<file path="config.mk">
export PLATFORM = sky130hd
export DESIGN_NAME = mono_hit_filter
export DESIGN_NICKNAME = d
export VERILOG_FILES = /design/src/rtl/mono_hit_filter.sv
export SDC_FILE = /design/constraint.sdc
export NUM_CORES = 1
export LEC_CHECK = 0
export CELL_PAD_IN_SITES_DETAIL_PLACEMENT = 2
export CELL_PAD_IN_SITES_GLOBAL_PLACEMENT = 2
export CORE_ASPECT_RATIO = 0.75
export CORE_MARGIN = 2
export CORE_UTILIZATION = 31
export CTS_CLUSTER_DIAMETER = 30
export DETAILED_ROUTE_END_ITERATION = 16
export GPL_ROUTABILITY_DRIVEN = 0
export PLACE_DENSITY = 0.84
export SYNTH_ARGS = -nofsm -noshare
export SYNTH_HDL_FRONTEND = slang
export SYNTH_SLANG_ARGS = --single-unit
</file>
<file path="constraint.sdc">
create_clock -name BUS_CLK -period 7.7 [get_ports BUS_CLK]
set_input_delay 1.54 -clock BUS_CLK [delete_from_list [all_inputs] [get_ports BUS_CLK]]
set_output_delay 1.54 -clock BUS_CLK [all_outputs]
set_load 0.01 [all_outputs]
</file>
<file path="src/rtl/mono_hit_filter.sv">
// Consumer of the mono data-RX FIFO: computes ToT, filters by threshold and matrix bounds,
// and forwards surviving hits on a valid/ready stream with saturating hit/drop counters.
module mono_hit_filter #(
    parameter int unsigned NUM_COLS = 36,
    parameter int unsigned NUM_ROWS = 129,
    parameter logic [15:0] CNT_MAX  = 16'hFFFF
) (
    input  logic        BUS_CLK,
    input  logic        RST,
    input  logic        CONF_EN,
    input  logic        CONF_RAW,
    input  logic [7:0]  CONF_TOT_MIN,
    input  logic        CNT_CLR,
    input  logic        IN_EMPTY,
    input  logic [31:0] IN_DATA,
    output logic        IN_READ,
    output logic [31:0] OUT_DATA,
    output logic        OUT_VALID,
    input  logic        OUT_READY,
    output logic [15:0] HIT_CNT,
    output logic [15:0] DROP_CNT
);

    typedef enum logic [4:0] {
        IDLE = 5'b00001,
        POP  = 5'b00010,
        CAPT = 5'b00100,
        EVAL = 5'b01000,
        SEND = 5'b10000
    } state_t;

    state_t      state_q, state_d;
    logic        in_read_q, in_read_d;
    logic [31:0] word_q, word_d;
    logic [31:0] out_data_q, out_data_d;
    logic        out_valid_q, out_valid_d;
    logic [15:0] hit_cnt_q, hit_cnt_d;
    logic [15:0] drop_cnt_q, drop_cnt_d;
    logic [7:0]  tot;
    logic        keep;
    logic        hit_inc;
    logic        drop_inc;

    // ToT wraps modulo 256, so a TE that rolled over past LE still yields the short pulse width.
    always_comb begin
        tot  = word_q[21:14] - word_q[29:22];
        keep = CONF_RAW ||
               ((tot >= CONF_TOT_MIN) &&
                (32'(word_q[5:0]) < NUM_COLS) &&
                (32'(word_q[13:6]) < NUM_ROWS));
    end

    always_comb begin
        state_d     = state_q;
        word_d      = word_q;
        out_data_d  = out_data_q;
        out_valid_d = out_valid_q;
        hit_inc     = 1'b0;
        drop_inc    = 1'b0;

        unique case (state_q)
            IDLE: if (CONF_EN && !IN_EMPTY) state_d = POP;
            POP:  state_d = CAPT;
            CAPT: begin
                word_d  = IN_DATA;
                state_d = EVAL;
            end
            EVAL: begin
                if (keep) begin
                    out_data_d  = CONF_RAW ? word_q : {word_q[31:22], tot, word_q[13:0]};
                    out_valid_d = 1'b1;
                    hit_inc     = 1'b1;
                    state_d     = SEND;
                end else begin
                    drop_inc = 1'b1;
                    state_d  = IDLE;
                end
            end
            SEND: begin
                if (out_valid_q && OUT_READY) begin
                    out_valid_d = 1'b0;
                    state_d     = IDLE;
                end
            end
            default: state_d = IDLE;
        endcase

        // Pop strobe is registered: it is high exactly while the FSM sits in POP.
        in_read_d = (state_d == POP);

        if (CNT_CLR)                             hit_cnt_d = '0;
        else if (hit_inc && hit_cnt_q < CNT_MAX) hit_cnt_d = hit_cnt_q + 16'd1;
        else                                     hit_cnt_d = hit_cnt_q;

        if (CNT_CLR)                               drop_cnt_d = '0;
        else if (drop_inc && drop_cnt_q < CNT_MAX) drop_cnt_d = drop_cnt_q + 16'd1;
        else                                       drop_cnt_d = drop_cnt_q;
    end

    always_ff @(posedge BUS_CLK) begin
        if (RST) begin
            state_q     <= IDLE;
            in_read_q   <= 1'b0;
            word_q      <= '0;
            out_data_q  <= '0;
            out_valid_q <= 1'b0;
            hit_cnt_q   <= '0;
            drop_cnt_q  <= '0;
        end else begin
            state_q     <= state_d;
            in_read_q   <= in_read_d;
            word_q      <= word_d;
            out_data_q  <= out_data_d;
            out_valid_q <= out_valid_d;
            hit_cnt_q   <= hit_cnt_d;
            drop_cnt_q  <= drop_cnt_d;
        end
    end

    assign IN_READ   = in_read_q;
    assign OUT_DATA  = out_data_q;
    assign OUT_VALID = out_valid_q;
    assign HIT_CNT   = hit_cnt_q;
    assign DROP_CNT  = drop_cnt_q;

endmodule
</file>
# Yosys cells after proc, flatten, opt, wreduce, memory -nomap -nowiden
# Index checks and enable logic that the tools add are counted.
[totals]
regBits = 103
word_cells = 47
[op_classes]
addsub = 3
n_lt_le_gt_ge = 5
eq_ne = 8
mux = 12
reduce_logical = 12
[ops]
columns = ["cell", "count"]
rows = [
  ["$add A16 B1 Y16 const B", 2],
  ["$lt A16 B16 Y1 const B", 2],
  ["$pmux W5 S5", 1],
  ["$mux W22", 1],
  ["$mux W5", 3],
  ["$eq A5 B2 Y1 const B", 2],
  ["$ge A8 B8 Y1", 1],
  ["$lt A8 B8 Y1 const B", 1],
  ["$sub A8 B8 Y8", 1],
  ["$logic_and A1 B1 Y1", 6],
  ["$lt A6 B6 Y1 const B", 1],
  ["$mux W1", 6],
  ["$eq A5 B1 Y1 const B", 1],
  ["$eq A5 B3 Y1 const B", 1],
  ["$eq A5 B4 Y1 const B", 1],
  ["$eq A5 B5 Y1 const B", 1],
  ["$ne A2 B2 Y1 const B", 2],
  ["$reduce_and A3 Y1", 1],
  ["$pmux W1 S2", 1],
  ["$reduce_and A2 Y1", 1],
  ["$reduce_bool A2 Y1", 1],
  ["$reduce_or A2 Y1", 1],
  ["$logic_not A1 Y1", 1],
  ["$logic_or A1 B1 Y1", 1],
]

# Depth between registers and ports, before layout
[logic_depth]
ltp_word = 8
depth_mapped = 18

# Worst setup path after synthesis
# Ideal clock, no wire load.
[synth_path]
kind = "input-to-reg"
from = "input port CONF_TOT_MIN[6]"
to = "register drop_cnt_q[12], in the netlist DROP_CNT[12]"
setup_time_ps = 72
t_arrival_ps = 3559
setup_slack_ps = 4070
cell_stages = 9
n_path_buf = 1
path_cell_list = "inv_1 -> ha_1 -> a21o_1 -> a221oi_1 -> o21ai_0 -> a311o_1 -> clkbuf_1 -> nor4_1 -> mux2i_1"
[synth_between]
elab_chain_cells = 7
[synth_lines]
columns = ["item", "line", "rtl"]
rows = [
  ["start: declaration", "12", "input logic [7:0] CONF_TOT_MIN,"],
  ["$ge A8 B8 Y1", "48", "((tot >= CONF_TOT_MIN) &&"],
  ["$logic_and A1 B1 Y1", "48", ""],
  ["$logic_and A1 B1 Y1", "49", "(32'(word_q[5:0]) < NUM_COLS) &&"],
  ["$logic_or A1 B1 Y1", "47", "keep = CONF_RAW ||"],
  ["$mux W1", "69", "if (keep) begin"],
  ["$mux W1", "61", "unique case (state_q)"],
  ["$logic_and A1 B1 Y1", "96", "else if (drop_inc && drop_cnt_q < CNT_MAX) drop_cnt_d = drop_cnt_q + 16'd1;"],
  ["end signal: assignment", "116", "drop_cnt_q <= drop_cnt_d;"],
  ["end: declaration", "38", "logic [15:0] drop_cnt_q, drop_cnt_d;"],
]
# Every way passes these cells.
# A chain may end at the register's enable or synchronous reset.

# Final worst setup path
[layout_path]
from = "register word_q[14]"
to = "register drop_cnt_q[12], in the netlist DROP_CNT[12]"
[layout_between]
elab_chain_cells = 8
[layout_lines]
columns = ["item", "line", "rtl"]
rows = [
  ["start: declaration", "34", "logic [31:0] word_q, word_d;"],
  ["start signal: assignment", "112", "word_q <= word_d;"],
  ["$sub A8 B8 Y8", "46", "tot = word_q[21:14] - word_q[29:22];"],
  ["$ge A8 B8 Y1", "48", ""],
  ["$logic_and A1 B1 Y1", "48", ""],
  ["$logic_and A1 B1 Y1", "49", ""],
  ["$logic_or A1 B1 Y1", "47", ""],
  ["$mux W1", "69", ""],
  ["$mux W1", "61", ""],
  ["$logic_and A1 B1 Y1", "96", ""],
]
# Every way passes these cells.

==> metrics.txt <==
status finished clean; setup TNS 0 ps; Port Buffer Count 112; pwr/cell area 169 mW/mm2; R2R Setup Slk 3110 ps; Worst EP required 7980 ps; worst reg2reg path startpoint word_q[14]$_SDFFE_PP0N_; H-tree depth 3; CTS Buf Count 9; DR vias/cell 5.30; max_slew headroom 32.1%; Max-cap violations 0; Syn Area/Cell 8.00 um2; clk_lat worst skew 360 ps; Hold WS 463 ps; Synth Net Count 666; Slowest-stage cell, CP a311o_1; Synth-to-Final Area Change 33.1%; Worst setup EP type register; cts hold-fix bufs 0; HP Class reg -> reg; Pwr Total 1.08 mW; reg-to-reg endpoint DROP_CNT[12]$_SDFFE_PP0P_; YS warnings 0; #FFs+latches synth 103; Die W 148 um; HPWL after DPL 12100 um; Reg clk slew, reported paths 80 ps; first-iteration detailed-routing DRC count 205; Antenna diodes 0; maximum VDD drop 0.0000985 V; post-synthesis sequential area ratio 42.9%; area post-placement 0.00609 mm2; DRC 0; Area contributors post-synth dfxtp_1 43%, nand2_1 11%, a21oi_1 9.2%; Startpoint Class register; final instance area 0.00640 mm2; initial antenna violation count 0; largest net degree at the start of global routing 77; Slew @ Worst Pin 1020 ps; Max Root-Sink Buffers 2; Setup crit end DROP_CNT[12]$_SDFFE_PP0P_; period utilization 59.5%; Crit. Startpoint word_q[14]$_SDFFE_PP0N_; Core Rows 39; Final Max Slew Viols 0; share of synthesized registers carrying an async set or reset 0%; crit-path cells inv_1 -> ha_1 -> inv_1 -> fa_1 -> a211oi_1 -> o21bai_1 -> a21oi_1 -> xnor2_1 -> ha_1 -> a21o_1 -> a221oi_1 -> o21ai_0 -> a311o_1 -> nor4_1 -> mux2i_1; worst reg-to-reg path cell count 15; via count 4788; DRT Wirelength 17100 um; Setup violations, final 0; RSZ-0062 raised after global routing no; Final nets 759; final hold violation count 0; post-synth top area share 42.9%; post_cts resized 0; Antenna Nets Post-Route 0; CTS tree yes; die area 0.0165 mm2; Synth Cell Area 0.00481 mm2; Post-synth EDFFs 0; Final Critical Period 4590 ps; fmax 218 MHz; commonest non-fill, non-tap cell in the layout nand2_1; Syn Inst Count 601; vias in the first global route 5273; drt wl/cell 18.9 um; Static Leak 2.10 nW; Largest stage delay, worst path 640 ps; Yosys top cell by area dfxtp_1; CTS root buf clkbuf_16; Core Area 0.0152 mm2; most frequent cells in the layout 136 x nand2_1, 111 x clkdlybuf4s50_1, 103 x dfxtp_1, 88 x a21oi_1, 23 x nand3_1; GRT Util Overall 21.1%; post-CTS setup buffers 0; Die H 112 um; main flop type after synthesis dfxtp_1; CP max FO 27; Layout Skew 7.96 ps; first-pass GRT wire length 27900 um; clock sinks 103; layout cells sized above 1 4.29%; starting density of the core 31.6%; post-synth cell types 51; DRT Pass-1 Iters 4; Finished Core Util 42.0%; CP arrival 4870 ps; I/O pin count 113; GRT overflow 0; crit path kind reg -> reg
kinds of logic (layout without fill, tap and decap cells):
logic type      Yosys count  in the layout  share of synthesized area [%]
simple gates            254            254                           25.3
compound gates          156            156                           19.6
flops                   103            103                           42.9
buf+inv                  55            153                           4.47
fa+ha+maj                18             18                           4.84
xor+xnor                  8              8                           1.46
mux                       7              7                           1.46
Yosys cell counts (all sizes together) (2+ instances only):
master	n
buf	4
o41ai	3
nand4	10
and3	10
nand3b	3
xor2	2
clkbuf	31
nor3	5
nor4b	2
xnor2	6
or3	16
nor4	4
a21oi	88
ha	17
dfxtp	103
mux2i	7
a31oi	3
nand2	136
o211ai	6
nor2b	2
o21a	4
nand4b	2
o21ai	21
o31a	2
and4	2
a211oi	6
inv	20
nor2	20
or4	14
o31ai	13
a21o	3
nand3	24
final cells by class:
cell class,instances,area [um2]
Clock inverter,6,75.1
Fill cell,1752,8820
Inverter,20,75.1
Tap cell,205,256
Multi-Input combinational cell,443,2540
Clock buffer,10,239
Timing Repair Buffer,117,1150
Sequential cell,103,2060
flip-flops by register name, summed over array words and instances, names as in the netlist:
name       cells
state_q        5
OUT_VALID      1
DROP_CNT      16
OUT_DATA      32
word_q        32
IN_READ        1
HIT_CNT       16
worst min path at each step:
stage	from	to	cells after the start
after floorplan	word_q[0]$_SDFFE_PP0N_	OUT_DATA[0]$_SDFFE_PP0P_	2
after global placement	word_q[30]$_SDFFE_PP0N_	word_q[30]$_SDFFE_PP0N_	2
after detailed placement	word_q[31]$_SDFFE_PP0N_	OUT_DATA[31]$_SDFFE_PP0P_	2
after CTS	word_q[31]$_SDFFE_PP0N_	OUT_DATA[31]$_SDFFE_PP0P_	2
after global routing	word_q[31]$_SDFFE_PP0N_	word_q[31]$_SDFFE_PP0N_	2
final	word_q[31]$_SDFFE_PP0N_	word_q[31]$_SDFFE_PP0N_	2
critical path, delay by kind of cell (launching register included):
kind	cells	cell delay (ps)
AO/OA/AOI/OAI	7	2080
adder cells (fa/ha/maj)	3	950
AND/OR/NAND/NOR	1	550
flip-flops	1	330
multiplexers	1	260
XOR/XNOR	1	190
buffers and inverters	2	150
metrics by stage:
step	setup WS [ps]	instances
6_report	3110	904
5_1_grt	2840	904
4_1_cts	3140	904
3_5_place_dp	2970	888
3_3_place_gp	3190	888
2_1_floorplan	4070	601
power breakdown:
| group | leakage (nW) | switching, mW | internal, mW | total (mW) |
|---|---|---|---|---|
| clock network | 0.152 | 0.231 | 0.267 | 0.498 |
| registers | 0.830 | 0.00147 | 0.533 | 0.535 |
| logic | 1.12 | 0.0243 | 0.0274 | 0.0517 |
| total | 2.10 | 0.256 | 0.828 | 1.08 |
layer usage:
metal	routed length [um]	global-route usage [%]
met5	0	0
met3	880	6.02
met1	7840	26.4
met4	242	5.40
met2	8090	36.0
Note: power is estimated with default switching activity, not from simulation.
